File: src/rtl/seq_pkg.sv
// Shared encodings for the run sequencer: FSM states and completion status codes.
package seq_pkg;

  typedef enum logic [2:0] {
    S_IDLE  = 3'd0,
    S_LOAD  = 3'd1,
    S_FLUSH = 3'd2,
    S_SETPC = 3'd3,
    S_RUN   = 3'd4,
    S_DONE  = 3'd5
  } state_e;

  typedef enum logic [1:0] {
    ST_LIMIT = 2'd0,
    ST_OVFL  = 2'd1,
    ST_ABORT = 2'd2
  } status_e;

endpackage

File: src/rtl/seq_load_pipe.sv
// Loader-to-icache write stage: accepts words, registers them, and drives the
// programming port one cycle after each accept.
module seq_load_pipe #(
  parameter int N  = 32,
  parameter int AW = 7
) (
  input  logic          clk,
  input  logic          rst,
  input  logic          clr_i,
  input  logic [AW:0]   len_i,
  input  logic          en_i,
  input  logic          abort_i,
  input  logic          ld_valid_i,
  input  logic [N-1:0]  ld_data_i,
  output logic          ld_ready_o,
  output logic          last_o,
  output logic          prog_o,
  output logic [AW-1:0] blockAddr_o,
  output logic [N-1:0]  Iword_o
);

  logic [AW:0]   cnt_q, cnt_d, len_q;
  logic          pend_q;
  logic [AW-1:0] addr_q;
  logic [N-1:0]  word_q;
  logic          xfer;

  assign ld_ready_o = en_i && !abort_i && (cnt_q < len_q);
  assign xfer       = ld_valid_i && ld_ready_o;
  assign cnt_d      = cnt_q + (AW+1)'(1);
  assign last_o     = xfer && (cnt_d == len_q);

  always_ff @(posedge clk) begin
    if (rst) begin
      cnt_q  <= '0;
      len_q  <= '0;
      pend_q <= 1'b0;
      addr_q <= '0;
      word_q <= '0;
    end else begin
      pend_q <= xfer;
      if (clr_i) begin
        cnt_q <= '0;
        len_q <= len_i;
      end else if (xfer) begin
        cnt_q <= cnt_d;
      end
      // Low AW bits of the count are the write pointer; it wraps only after a full image.
      if (xfer) begin
        addr_q <= cnt_q[AW-1:0];
        word_q <= ld_data_i;
      end
    end
  end

  assign prog_o      = pend_q;
  assign blockAddr_o = addr_q;
  assign Iword_o     = word_q;

endmodule

File: src/rtl/run_sequencer.sv
// Front-end controller: loads a program into the icache, forces the entry PC,
// then runs the core for a bounded number of cycles with overflow/abort stops.
module run_sequencer
  import seq_pkg::*;
#(
  parameter int N  = 32,
  parameter int AW = 7,
  parameter int CW = 16
) (
  input  logic          clk,
  input  logic          rst,
  input  logic          start,
  input  logic          abort,
  input  logic [AW:0]   prog_len,
  input  logic [29:0]   entry_pc,
  input  logic [CW-1:0] max_cycles,
  input  logic          trap_ovfl,
  input  logic          ld_valid,
  input  logic [N-1:0]  ld_data,
  output logic          ld_ready,
  input  logic [1:0]    flag,
  output logic          prog,
  output logic          loadPC,
  output logic [29:0]   initPC,
  output logic [AW-1:0] blockAddr,
  output logic [N-1:0]  Iword,
  output logic          busy,
  output logic          done,
  output logic [1:0]    status,
  output logic [CW-1:0] cycles_run
);

  state_e        state_q, state_d;
  status_e       stat_q, stat_d;
  logic [29:0]   initpc_q, initpc_d;
  logic [CW-1:0] max_q, max_d;
  logic [CW-1:0] cyc_q, cyc_d, cyc_inc;
  logic          clr, last;
  logic          unused_flag;

  assign unused_flag = flag[1];
  assign cyc_inc     = cyc_q + CW'(1);

  seq_load_pipe #(.N(N), .AW(AW)) u_load (
    .clk         (clk),
    .rst         (rst),
    .clr_i       (clr),
    .len_i       (prog_len),
    .en_i        (state_q == S_LOAD),
    .abort_i     (abort),
    .ld_valid_i  (ld_valid),
    .ld_data_i   (ld_data),
    .ld_ready_o  (ld_ready),
    .last_o      (last),
    .prog_o      (prog),
    .blockAddr_o (blockAddr),
    .Iword_o     (Iword)
  );

  always_ff @(posedge clk) begin
    if (rst) begin
      state_q  <= S_IDLE;
      stat_q   <= ST_LIMIT;
      initpc_q <= '0;
      max_q    <= '0;
      cyc_q    <= '0;
    end else begin
      state_q  <= state_d;
      stat_q   <= stat_d;
      initpc_q <= initpc_d;
      max_q    <= max_d;
      cyc_q    <= cyc_d;
    end
  end

  always_comb begin
    state_d  = state_q;
    stat_d   = stat_q;
    initpc_d = initpc_q;
    max_d    = max_q;
    cyc_d    = cyc_q;
    clr      = 1'b0;
    case (state_q)
      S_IDLE, S_DONE: begin
        if (start) begin
          clr      = 1'b1;
          initpc_d = entry_pc;
          max_d    = max_cycles;
          cyc_d    = '0;
          state_d  = (prog_len == '0) ? S_SETPC : S_LOAD;
        end
      end
      S_LOAD: begin
        if (abort) begin
          state_d = S_DONE;
          stat_d  = ST_ABORT;
        end else if (last) begin
          state_d = S_FLUSH;
        end
      end
      S_FLUSH: begin
        if (abort) begin
          state_d = S_DONE;
          stat_d  = ST_ABORT;
        end else begin
          state_d = S_SETPC;
        end
      end
      S_SETPC: begin
        if (abort) begin
          state_d = S_DONE;
          stat_d  = ST_ABORT;
        end else if (max_q == '0) begin
          state_d = S_DONE;
          stat_d  = ST_LIMIT;
        end else begin
          state_d = S_RUN;
        end
      end
      S_RUN: begin
        // Every RUN cycle counts, including the one that terminates the run.
        if (cyc_q != max_q) cyc_d = cyc_inc;
        if (abort) begin
          state_d = S_DONE;
          stat_d  = ST_ABORT;
        end else if (trap_ovfl && flag[0]) begin
          state_d = S_DONE;
          stat_d  = ST_OVFL;
        end else if (cyc_inc == max_q) begin
          state_d = S_DONE;
          stat_d  = ST_LIMIT;
        end
      end
      default: state_d = S_IDLE;
    endcase
  end

  assign loadPC     = (state_q != S_RUN);
  assign busy       = (state_q == S_LOAD) || (state_q == S_FLUSH) ||
                      (state_q == S_SETPC) || (state_q == S_RUN);
  assign done       = (state_q == S_DONE);
  assign initPC     = initpc_q;
  assign status     = stat_q;
  assign cycles_run = cyc_q;

endmodule

File: config.mk
export PLATFORM = sky130hd
export DESIGN_NAME = run_sequencer
export DESIGN_NICKNAME = d
export VERILOG_FILES = /design/src/rtl/seq_pkg.sv /design/src/rtl/seq_load_pipe.sv /design/src/rtl/run_sequencer.sv
export SDC_FILE = /design/constraint.sdc
export NUM_CORES = 1
export LEC_CHECK = 0
export CAP_MARGIN = 40
export CORE_AREA = 2 2 114 116
export CTS_CLUSTER_DIAMETER = 50
export CTS_CLUSTER_SIZE = 14
export DETAILED_ROUTE_END_ITERATION = 8
export DIE_AREA = 0 0 116 118
export GPL_TIMING_DRIVEN = 0
export PLACE_DENSITY_LB_ADDON = 0.12
export SYNTH_ARGS = -nofsm -noshare
export SYNTH_HDL_FRONTEND = slang
export SYNTH_SLANG_ARGS = --single-unit
File: constraint.sdc
create_clock -name clk -period 3.2 [get_ports clk]
set_input_delay 0.32 -clock clk [delete_from_list [all_inputs] [get_ports clk]]
set_output_delay 0.32 -clock clk [all_outputs]
set_load 0.02 [all_outputs]
== Word-level counts from Yosys, hierarchy flattened ==
Cells that the tools add are included.
W data, S select, Z words.

* Logic and storage cells: 72
* Output and inout port bits: 92
* Bits in registers: 123
* Bits of input ports: 94

* Add/sub/neg operators: 2
* Magnitude comparators: 1
* Mux-type cells: 23
* Equality and inequality tests: 15
* Reductions and logical operators: 21

{| class="wikitable"
|+ Operators by type and width
! kind !! number
|-
| $mux W16 || 2
|-
| $pmux W16 S2 || 1
|-
| $mux W3 || 7
|-
| $add A16 B1 Y16 const B || 1
|-
| $eq A16 B16 Y1 || 1
|-
| $logic_not A16 Y1 || 1
|-
| $ne A16 B16 Y1 || 1
|-
| $pmux W3 S5 || 1
|-
| $mux W2 || 7
|-
| $ne A3 B3 Y1 const B || 3
|-
| $add A8 B1 Y8 const B || 1
|-
| $eq A8 B8 Y1 || 1
|-
| $logic_not A8 Y1 || 1
|-
| $lt A8 B8 Y1 || 1
|-
| $eq A3 B2 Y1 const B || 2
|-
| $eq A3 B3 Y1 const B || 2
|-
| $pmux W2 S3 || 1
|-
| $reduce_and A3 Y1 || 2
|-
| $reduce_or A2 Y1 || 3
|-
| $logic_and A1 B1 Y1 || 5
|-
| $mux W1 || 4
|-
| $ne A2 B2 Y1 const B || 2
|-
| $ne A4 B4 Y1 const B || 1
|-
| $reduce_and A4 Y1 || 1
|-
| other kinds (8) || 10
|}

== Depth between registers and ports, before layout ==
* Depth in word-level cells: 8
* Depth in mapped cells: 10
* Gate-level depth less buffers: 9

== By module ==
A second synthesis with hierarchy kept.

* Cell total of the unflattened synthesis: 740
* Area, all modules: 5924.4 sq um

{| class="wikitable"
|+ By module, submodules not included
! module !! seq. area each (sq um) !! cells an instance !! area each (sq um) !! times used
|-
| run_sequencer || 1341.3 || 424 || 3275.6 || 1
|-
| seq_load_pipe || 1121.1 || 316 || 2648.8 || 1
|}

== Worst setup path after synthesis ==
Ideal clock, no wire load.

* Path kind: reg2reg
* From: register cyc_q[3], in the netlist cycles_run[3]
* To: register stat_q[1], in the netlist status[1]
* Path buffers: 2
* Cell stages (with the launch flop): 10
* Setup slack: 0.701 ns
* Clock period less this slack: 2.499 ns
* Arrival: 2.378 ns
* Required time: 3.079 ns
* Setup time: 0.121 ns
* Cell sequence: dfxtp_1 buf_2 nand4_4 or2_1 buf_6 or4_1 a22oi_1 and4_1 o21ai_1 mux2_4

* Word-level cells in the longest chain between the ends: 4

{| class="wikitable"
|+ Ends and longest elaborated chain
! element !! RTL line !! source
|-
| start, declared || run_sequencer.sv:37 || <nowiki>logic [CW-1:0] cyc_q, cyc_d, cyc_inc;</nowiki>
|-
| start signal, assigned || run_sequencer.sv:72 || <nowiki>cyc_q <= cyc_d;</nowiki>
|-
| $add A16 B1 Y16 || run_sequencer.sv:42 || <nowiki>assign cyc_inc = cyc_q + CW'(1);</nowiki>
|-
| $eq A16 B16 Y1 || run_sequencer.sv:129 || <nowiki>end else if (cyc_inc == max_q) begin</nowiki>
|-
| $ne A4 B4 Y1 (no source line) || -- ||
|-
| $reduce_and A4 Y1 (no source line) || -- ||
|-
| end signal, assigned || run_sequencer.sv:69 || <nowiki>stat_q <= stat_d;</nowiki>
|-
| end, declared || run_sequencer.sv:34 || <nowiki>status_e stat_q, stat_d;</nowiki>
|}

No other way between the ends.
A chain may end at the register's enable or synchronous reset.

== Worst setup path in the final report ==
* From: register cyc_q[0], in the netlist cycles_run[0]
* To: register stat_q[1], in the netlist status[1]

Same word-level chain as after synthesis.

==> impl_metrics.env <==
export IMPL_holdPathStages=3
export IMPL_clock_latency_ns=0.42
export IMPL_grt_pass1_wl_um=25770
export IMPL_worst_hold_path_endpoint="initPC[26]$_SDFFE_PP0P_"
export IMPL_rows=41
export IMPL_grt_overflow_total=0
export IMPL_power_leakage_nw=2.882
export IMPL_portBuffers=184
export IMPL_yosys_area_share_simple_pct=26.05
export IMPL_rr_worst_depth=8
export IMPL_cp_start_kind="register"
export IMPL_rr_startpoint="cycles_run[0]$_SDFFE_PP0P_"
export IMPL_muxShareOfSynthArea_pct=0.8289
export IMPL_synthCells=723
export IMPL_hold_path_class="primary input to register"
export IMPL_ant_nets=0
export IMPL_ys_ff_latch=123
export IMPL_synthTopCellsByArea="dfxtp_1 (44%), nand2_1 (14%), a21oi_1 (9.4%)"
export IMPL_outcome="completed"
export IMPL_hpwl_um=11730
export IMPL_grt_max_degree=17
export IMPL_yosys_most_used_dff="dfxtp_1"
export IMPL_grt_util_all_layers_pct=23.56
export IMPL_grt_pass1_vias=5468
export IMPL_area_growth_pct=47.54
export IMPL_post_drt_wl_per_cell_um=14.16
export IMPL_ys_seq_area_share_pct=44.09
export IMPL_grt_antenna_before_repair=0
export IMPL_worst_slew_pin_slew_ns=0.7185
export IMPL_yosysWarnings=0
export IMPL_maxCapViolCount=0
export IMPL_ys_types=52
export IMPL_r2r_slack_ns=0.42
export IMPL_crit_type="register to register"
export IMPL_synth_top_family_by_area="simple AND/OR/NAND/NOR gates"
export IMPL_tritoncts="done"
export IMPL_h_tree_depth=4
export IMPL_synthXorXnorAreaFrac_pct=8.311
export IMPL_diodes=0
export IMPL_finClkSkew_ns=0.005613
export IMPL_mostFrequentLayoutCell="nand2_1"
export IMPL_yosysTopAreaCell="dfxtp_1"
export IMPL_pwr_density_cell_nw_per_um2=653.0
export IMPL_synth_compound_area_share_pct=14.22
export IMPL_die_area_um2=13690
export IMPL_coreArea_um2=12410
export IMPL_critPathRequiredTime_ns=3.50
export IMPL_timing_final_crit_share_pct=86.94
export IMPL_drtPass1Iterations=5
export IMPL_die_h_um=118
export IMPL_synth_area_um2=5585
export IMPL_viasPerCell=5.051
export IMPL_synth_edf_count=0
export IMPL_drive_gt1_share_pct=4.478
export IMPL_initial_core_util_pct=44.99
export IMPL_drt_wl_total_um=15720
export IMPL_syn_area_per_cell_um2=7.725
export IMPL_gp_congestion=0.8771
export IMPL_holdWs_ns=0.4456
export IMPL_timing_rr_end="status[1]$_SDFFE_PP0P_"
export IMPL_clockBufferDepth=2
export IMPL_synthAdderAreaFrac_pct=2.240
export IMPL_max_slew_margin_rel_pct=52.10
export IMPL_min_period_ns=2.782
export IMPL_final_setup_tns_ns=0
export IMPL_drc=0
export IMPL_worstHoldStart="entry_pc[26]"
export IMPL_vias=5607
export IMPL_post_cts_buffers=0
export IMPL_setup_viol=0
export IMPL_slew_viol_final=0
export IMPL_peakVddDrop_v=0.0004274
export IMPL_mostFrequentLayoutCells="nand2_1 (206), clkdlybuf4s50_1 (184), dfxtp_1 (123), a21oi_1 (105), clkbuf_1 (46)"
export IMPL_hold_buffers=0
export IMPL_ctsResizeCount=0
export IMPL_clk_pin_slew_ns=0.05
export IMPL_cts_root_buf="clkbuf_16"
export IMPL_path_max_fanout=7
export IMPL_clock_sinks=123
export IMPL_fmax_mhz=359.4
export IMPL_cts_buffers=17
export IMPL_die_width_um=116
export IMPL_rsz0062_at_grt="no"
export IMPL_drtIter0Drc=271
export IMPL_synth_fp_nets=827
export IMPL_synth_top_area_share_pct=44.09
export IMPL_synth_async_sr_flop_share_pct=0
export IMPL_final_nets=1031
export IMPL_hold_viol=0
export IMPL_ioPinCount=186
export IMPL_endpoint_kind="register"
export IMPL_arrival_ns=3.08
-- through the flow --
stage	area [um2]	util, %	worst slack (ns)	power (mW)	instances
after floorplan	5585	-	0.7010	2.830	723
after global placement	7642	61.56	0.3624	3.428	1079
after detailed placement	7647	61.60	0.2714	3.472	1080
after CTS	8240	66.38	0.4076	5.404	1110
after global routing	8240	66.38	0.2573	5.658	1110
final	8240	66.38	0.4178	5.381	1110
-- cell usage after synthesis (3+ instances only) --
cell type,n
nand2_1,206
clkbuf_1,43
nand4_1,7
nor3b_1,3
and3_1,3
xnor2_1,36
buf_2,4
a211oi_1,5
nor4_1,10
inv_1,11
or3_1,8
nor2b_1,6
nor3_1,9
nor2_1,42
a21oi_1,105
o21a_1,3
ha_1,10
nand3_1,12
dfxtp_1,123
a31oi_1,3
o21ai_0,13
xor2_1,17
nand2b_1,4
o211ai_1,4
-- state kept, by name (all words and copies together) (netlist names) --
register            count
u_load.cnt_q            8
u_load.prog_o           1
u_load.len_q            8
u_load.Iword_o         32
cycles_run             16
u_load.blockAddr_o      7
initPC                 30
state_q                 3
status                  2
max_q                  16
-- layer usage --
layer  wire length, um  up-vias  global-route usage, %
li1                  -     2831                      -
met1              6721     2586                  28.28
met2              7519      161                  38.82
met3              1080       29                  7.003
met4               402        0                  9.970
met5                 0        -                      0
-- how the worst max path moves through the flow --
stage | from | endpoint | slack (ns) | depth (start not counted)
detailed placement | abort | u_load.Iword_o[13]$_SDFFE_PP0P_ | 0.27 | 7
floorplan | cycles_run[3]$_SDFFE_PP0P_ | status[1]$_SDFFE_PP0P_ | 0.70 | 9
CTS | u_load.len_q[1]$_SDFFE_PP0P_ | ld_ready | 0.41 | 7
global placement | abort | u_load.blockAddr_o[3]$_SDFFE_PP0P_ | 0.36 | 7
global route | cycles_run[0]$_SDFFE_PP0P_ | status[1]$_SDFFE_PP0P_ | 0.26 | 8
finish | cycles_run[0]$_SDFFE_PP0P_ | status[1]$_SDFFE_PP0P_ | 0.42 | 8
-- worst max-delay path, cell delays in order (launching register included) --
cell and delay (ns):
dfxtp_1 0.51, ha_1 0.33, inv_1 0.10, or2_2 0.33
xnor2_1 0.12, a2111oi_0 0.51, and4_1 0.37, o21ai_1 0.09
mux2_4 0.29
-- power by group --
part	switching (mW)	internal, mW
combinational	0.919	0.684
clock	0.650	1.27
sequential	0.141	1.71
-- cells by family after synthesis --
| group | Yosys count |
|---|---|
| compound gates | 145 |
| xor+xnor | 53 |
| fa+ha+maj | 10 |
| buf+inv | 60 |
| flops | 123 |
| mux | 4 |
| simple gates | 328 |
-- final cells by class --
type	instances	area, um2
multi-input cells	540	2885
plain buffers	49	196.4
clock inverters	7	115.1
well taps	172	215.2
fillers	1092	4174
clock buffers	23	478.0
repair buffers	185	1847
inverters	11	41.29
flip-flops and latches	123	2462
Power figures use the tool's default switching activity.
